### src/rtl/dmem_pkg.sv
// Shared constants, trace-entry type and level-width helper for dmem_trace_unit.
package dmem_pkg;

  localparam int DEF_DATA_W      = 32;
  localparam int DEF_ADDR_W      = 5;
  localparam int DEF_CNT_W       = 10;
  localparam int DEF_TRACE_DEPTH = 16;

  // Entry layout at default widths; the top re-declares it with its own widths.
  typedef struct packed {
    logic [DEF_ADDR_W-1:0] addr;
    logic [DEF_DATA_W-1:0] data;
    logic [DEF_CNT_W-1:0]  cycle;
  } trace_entry_t;

  function automatic int level_w(input int depth);
    return $clog2(depth) + 1;
  endfunction

endpackage

### src/rtl/trace_fifo.sv
// Generic synchronous FIFO with occupancy level; head is zero while empty.
module trace_fifo #(
  parameter int DEPTH = 16,
  parameter int WIDTH = 8
) (
  input  logic                   clk_i,
  input  logic                   rst_ni,
  input  logic                   push_i,
  input  logic [WIDTH-1:0]       din_i,
  input  logic                   pop_i,
  output logic [WIDTH-1:0]       dout_o,
  output logic [$clog2(DEPTH):0] level_o,
  output logic                   full_o,
  output logic                   empty_o
);

  localparam int PTR_W = $clog2(DEPTH);
  localparam int LVL_W = PTR_W + 1;

  logic [WIDTH-1:0] mem_q [0:DEPTH-1];
  logic [PTR_W-1:0] wr_q, wr_d, rd_q, rd_d;
  logic [LVL_W-1:0] cnt_q, cnt_d;
  logic             do_push, do_pop;

  assign empty_o = (cnt_q == '0);
  assign full_o  = (cnt_q == LVL_W'(DEPTH));
  assign do_pop  = pop_i && !empty_o;
  // A pop on a full FIFO frees the slot the simultaneous push lands in.
  assign do_push = push_i && (!full_o || do_pop);

  always_comb begin
    wr_d  = wr_q;
    rd_d  = rd_q;
    cnt_d = cnt_q;
    if (do_push) wr_d = wr_q + PTR_W'(1);
    if (do_pop)  rd_d = rd_q + PTR_W'(1);
    case ({do_push, do_pop})
      2'b10:   cnt_d = cnt_q + LVL_W'(1);
      2'b01:   cnt_d = cnt_q - LVL_W'(1);
      default: cnt_d = cnt_q;
    endcase
  end

  always_ff @(posedge clk_i or negedge rst_ni) begin
    if (!rst_ni) begin
      wr_q  <= '0;
      rd_q  <= '0;
      cnt_q <= '0;
    end else begin
      wr_q  <= wr_d;
      rd_q  <= rd_d;
      cnt_q <= cnt_d;
    end
  end

  always_ff @(posedge clk_i) begin
    if (do_push) mem_q[wr_q] <= din_i;
  end

  assign dout_o  = empty_o ? '0 : mem_q[rd_q];
  assign level_o = cnt_q;

endmodule

### src/rtl/dmem_trace_unit.sv
// Data RAM, writeback mux and cycle counter with an optional timestamped store trace.
// Define DMEM_TRACE_EN to build the trace FIFO; otherwise the trace port is tied off.
module dmem_trace_unit
  import dmem_pkg::*;
#(
  parameter int DATA_W      = DEF_DATA_W,
  parameter int ADDR_W      = DEF_ADDR_W,
  parameter int CNT_W       = DEF_CNT_W,
  parameter int TRACE_DEPTH = DEF_TRACE_DEPTH
) (
  input  logic                              clk_150MHz,
  input  logic                              reset,
  input  logic [DATA_W-1:0]                 alu_result,
  input  logic [DATA_W-1:0]                 write_data,
  input  logic                              memwr,
  input  logic                              memtoreg,
  output logic [DATA_W-1:0]                 wb_data,
  output logic [CNT_W-1:0]                  cycle_cnt,
  output logic                              trace_valid,
  input  logic                              trace_ready,
  output logic [ADDR_W-1:0]                 trace_addr,
  output logic [DATA_W-1:0]                 trace_data,
  output logic [CNT_W-1:0]                  trace_cycle,
  output logic [level_w(TRACE_DEPTH)-1:0]   trace_level,
  output logic                              trace_overflow
);

  localparam int RAM_DEPTH = 1 << ADDR_W;

  logic [DATA_W-1:0] mem_q [0:RAM_DEPTH-1];
  logic [ADDR_W-1:0] ram_addr;
  logic [CNT_W-1:0]  cnt_q, cnt_d;

  assign ram_addr = alu_result[ADDR_W-1:0];

  // RAM holds data only, so it is deliberately left out of reset.
  always_ff @(posedge clk_150MHz) begin
    if (memwr) mem_q[ram_addr] <= write_data;
  end

  assign wb_data = memtoreg ? mem_q[ram_addr] : alu_result;

  assign cnt_d = cnt_q + CNT_W'(1);

  always_ff @(posedge clk_150MHz or negedge reset) begin
    if (!reset) cnt_q <= '0;
    else        cnt_q <= cnt_d;
  end

  assign cycle_cnt = cnt_q;

`ifdef DMEM_TRACE_EN
  typedef struct packed {
    logic [ADDR_W-1:0] addr;
    logic [DATA_W-1:0] data;
    logic [CNT_W-1:0]  cycle;
  } entry_t;

  entry_t push_entry, head;
  logic   fifo_full, fifo_empty;
  logic   ovf_q, ovf_d;

  assign push_entry = '{addr: ram_addr, data: write_data, cycle: cnt_q};

  trace_fifo #(
    .DEPTH (TRACE_DEPTH),
    .WIDTH ($bits(entry_t))
  ) u_trace_fifo (
    .clk_i   (clk_150MHz),
    .rst_ni  (reset),
    .push_i  (memwr),
    .din_i   (push_entry),
    .pop_i   (trace_ready),
    .dout_o  (head),
    .level_o (trace_level),
    .full_o  (fifo_full),
    .empty_o (fifo_empty)
  );

  // Full implies a valid head, so a ready consumer always makes room.
  assign ovf_d = ovf_q | (memwr & fifo_full & ~trace_ready);

  always_ff @(posedge clk_150MHz or negedge reset) begin
    if (!reset) ovf_q <= 1'b0;
    else        ovf_q <= ovf_d;
  end

  assign trace_valid    = !fifo_empty;
  assign trace_addr     = head.addr;
  assign trace_data     = head.data;
  assign trace_cycle    = head.cycle;
  assign trace_overflow = ovf_q;
`else
  logic unused_trace_ready;
  assign unused_trace_ready = trace_ready;

  assign trace_valid    = 1'b0;
  assign trace_addr     = '0;
  assign trace_data     = '0;
  assign trace_cycle    = '0;
  assign trace_level    = '0;
  assign trace_overflow = 1'b0;
`endif

endmodule
### config.mk
export PLATFORM = sky130hd
export DESIGN_NAME = dmem_trace_unit
export DESIGN_NICKNAME = d
export VERILOG_FILES = /design/src/rtl/dmem_pkg.sv /design/src/rtl/trace_fifo.sv /design/src/rtl/dmem_trace_unit.sv
export SDC_FILE = /design/constraint.sdc
export NUM_CORES = 1
export LEC_CHECK = 0
export CAP_MARGIN = 10
export CORE_MARGIN = 10
export CORE_UTILIZATION = 54
export DETAILED_ROUTE_END_ITERATION = 6
export MAX_ROUTING_LAYER = met4
export PLACE_DENSITY = 0.75
export RECOVER_POWER = 25
export SYNTH_ARGS = -nofsm -noshare
export SYNTH_HDL_FRONTEND = slang
export SYNTH_SLANG_ARGS = --single-unit
export TNS_END_PERCENT = 100
### constraint.sdc
create_clock -name clk_150MHz -period 1.8 [get_ports clk_150MHz]
set_input_delay 0.27 -clock clk_150MHz [delete_from_list [all_inputs] [get_ports clk_150MHz]]
set_output_delay 0.27 -clock clk_150MHz [all_outputs]
set_load 0.02 [all_outputs]
==> results.cfg <==
[synth]
synth_xor_xnor_area_share_pct = 0.176
synth_top_area_share_pct = 77.0
ys_top_cells_by_area = edfxtp_1 (77%), mux4_2 (12%), mux2i_1 (2.3%)
synth_common_cells = edfxtp_1 (1024), mux4_2 (210), mux2i_1 (93)
synthFlopType = edfxtp_1
syn-cell-area_um2 = 39900
syn_avg_cell_area_um2 = 21.7
synthMuxAreaShare_pct = 14.2
netlist.top_cell.by_area = edfxtp_1
ys_ff_latch = 1034
ys_seq_area_share_pct = 77.7
synth.most_common_cell = edfxtp_1
synthDistinctLibCells = 51
synth_top_family_by_area = multiplexers
yosys.area_share.simple_pct = 1.76
synth_edf_count = 1024
synth-async-reset-ratio_pct = 0.967
synthAdderAreaFrac_pct = 0.0313
synth_cells = 1839
synth_compound_area_share_pct = 3.57
ys_warn_count = 0

[clocking]
clk_latency_ns = 0.67
cts_buffers = 99
htree_levels = 3
cts-root-buf = clkbuf_16
clkTransAtPathRegs_ns = 0.06
clockBufferDepth = 3
cts_tree = done
cts.sinks = 1034

[worst_setup_path]
critPathCaptureType = output port
cp_max_fo = 1
crit_type = reg2out
startpoint_type = flop
crit_arrival_ns = 2.43
required_ns = 1.53

[placed_design]
gp_congestion = 0.857
pre_cts_ws_ns = -1.37
dp.cells = 3120
dpl_cell_area_um2 = 45200
place_hpwl_um = 62600
port_buffers = 109

[pwr]
power.total_mw = 51.3
seq_power_share_pct = 52.3
p_leak_nw = 16.2
sw_frac_of_total_pct = 21.4
cellPowerDensity_nw_per_um2 = 1050
ir_drop_uv = 777
clkPwrFrac_pct = 41.1
p_int_mw = 40.3
p_sw_mw = 11.0
comb_power_share_pct = 6.6

[sta]
maxClockFrequency_mhz = 371
worst_pin_slew_ns = 1.37
final-max-slew-violation-count = 0
hold_viol_final = 0
period_minus_slack_ns = 2.70
max_slew_margin_pct = 8.57
rsz0062_at_grt = yes
setup_viol = 32
fin_skew_ns = 0.000915
setup_ws_ns = -0.895
post-route-period-util_pct = 150
fin_tns_setup_ns = -24.40
hold_slack_ns = 0.427

[finish]
multi_input_area_um2 = 8750
seq_area_um2 = 31000
fill_cells = 4399
final_cell_count_no_fill = 3317
drive_gt1_share_pct = 34.4
fin_nets = 2341
design_area_um2 = 49000
fin_util_pct = 67.0
area_growth_pct = 22.7

[floorplanning]
core-area_um2 = 73100
rows = 99
die-width_um = 292
start_util_pct = 54.6
dieArea_um2 = 85200
boundaryPins = 165
die_h_um = 292

[detailed_routing]
drcViolationCount = 0
drt-initial-drc-count = 3082
routedWlPerCell_um = 31.9
ant_nets = 0
wirelength_um = 106000
vias_per_cell = 6.45
drt_pass1_iterations = 6
vias = 21400

[run_status]
status = finished with violations
violations = setup timing

[grt]
grt_overflow = 0
use_met2_pct = 40.2
gr-usage-met3_pct = 4.99
grt_pass1_vias = 22300
grt_use_met1_pct = 33.1
grt_start_max_net_pins = 33
busiest_layer = met2
grt_use_total_pct = 25.6
grt_pass1_wl_um = 155000
antenna_found_initial = 1

[job]
drv_cap = 0

[worst_hold_path]
holdCritPathClass = in2reg
layout by cell type, fill, tap and decap left out, types with 16 or more instances in the layout:
cell and n:
a211oi_2 22, a22o_1 22, a22oi_1 50, a31oi_1 16, buf_12 101, buf_4 221
clkbuf_1 28, clkbuf_16 101, clkdlybuf4s50_1 43, clkinv_1 28, clkinv_2 22, conb_1 54
dlygate4sd3_1 19, edfxtp_1 1024, mux2i_1 92, mux4_2 210, nor2_1 37, nor2_4 32
o221ai_1 23
final cells by class:
type | count | share of cell area [%]
antenna | 1 | 0.00511
tap | 959 | 2.45
clock inverter | 76 | 1.53
multi-input combinational | 703 | 17.9
timing repair buffer | 431 | 9.56
sequential | 1034 | 63.3
clock buffer | 111 | 5.24
inverter | 2 | 0.0153
layer usage:
layer,vias up,routed length (um)
li1,8561,-
met1,11100,38000
met2,1480,51900
met3,243,12000
met4,0,4090
met5,-,0
state kept, by name, summed over array words and instances (netlist names):
signal and flops:
mem_q 1024, cycle_cnt 10
worst paths after layout:
path                               startpoint      endpoint  slack, ns  cells after the start
worst min register to register   cycle_cnt[9]  cycle_cnt[9]       0.48                      1
min in group asynchronous               reset  cycle_cnt[3]       0.45                      2
worst max-delay path             mem_q[15][5]    wb_data[5]      -0.90                      5
worst max register to register   cycle_cnt[2]  cycle_cnt[9]       0.41                      5
worst min-delay path            write_data[3]  mem_q[21][3]       0.43                      2
max in group asynchronous               reset  cycle_cnt[8]       1.04                      2
cells by family after synthesis:
logic type | Yosys count
AND/OR/NAND/NOR | 143
other | 1
flip-flops | 1034
XOR/XNOR | 8
multiplexers | 305
buffers and inverters | 155
AO/OA/AOI/OAI | 192
adder cells (fa/ha/maj) | 1
timing repair:
| action | 4_1_cts | 5_1_grt |
|---|---|---|
| hold endpoints to repair | 10 | 0 |
| resized for setup | 267 | 16 |
| hold buffers | 1 | 0 |
| buffers inserted | 8 | 0 |
| gates cloned | 2 | 0 |
| pin swaps | 85 | 13 |
| endpoints found under the setup margin | 153 | 33 |
power by group through the flow:
stage                     Sequential, mW  Clock [mW]  Combinational [mW]
after global placement              27.3           0                3.14
after floorplan                     27.3           0                1.66
after CTS                           26.8        21.2                3.38
final                               26.8        21.1                3.38
after global routing                26.8        22.1                3.55
after detailed placement            27.3           0                3.21
critical path, cell delays in order (launching register included):
cell and delay [ns]:
edfxtp_1 0.41, mux4_2 0.51, a22o_1 0.23, a211oi_2 0.24
a31oi_1 0.16, buf_4 0.19
No activity file was read; power rests on OpenSTA's default activity.
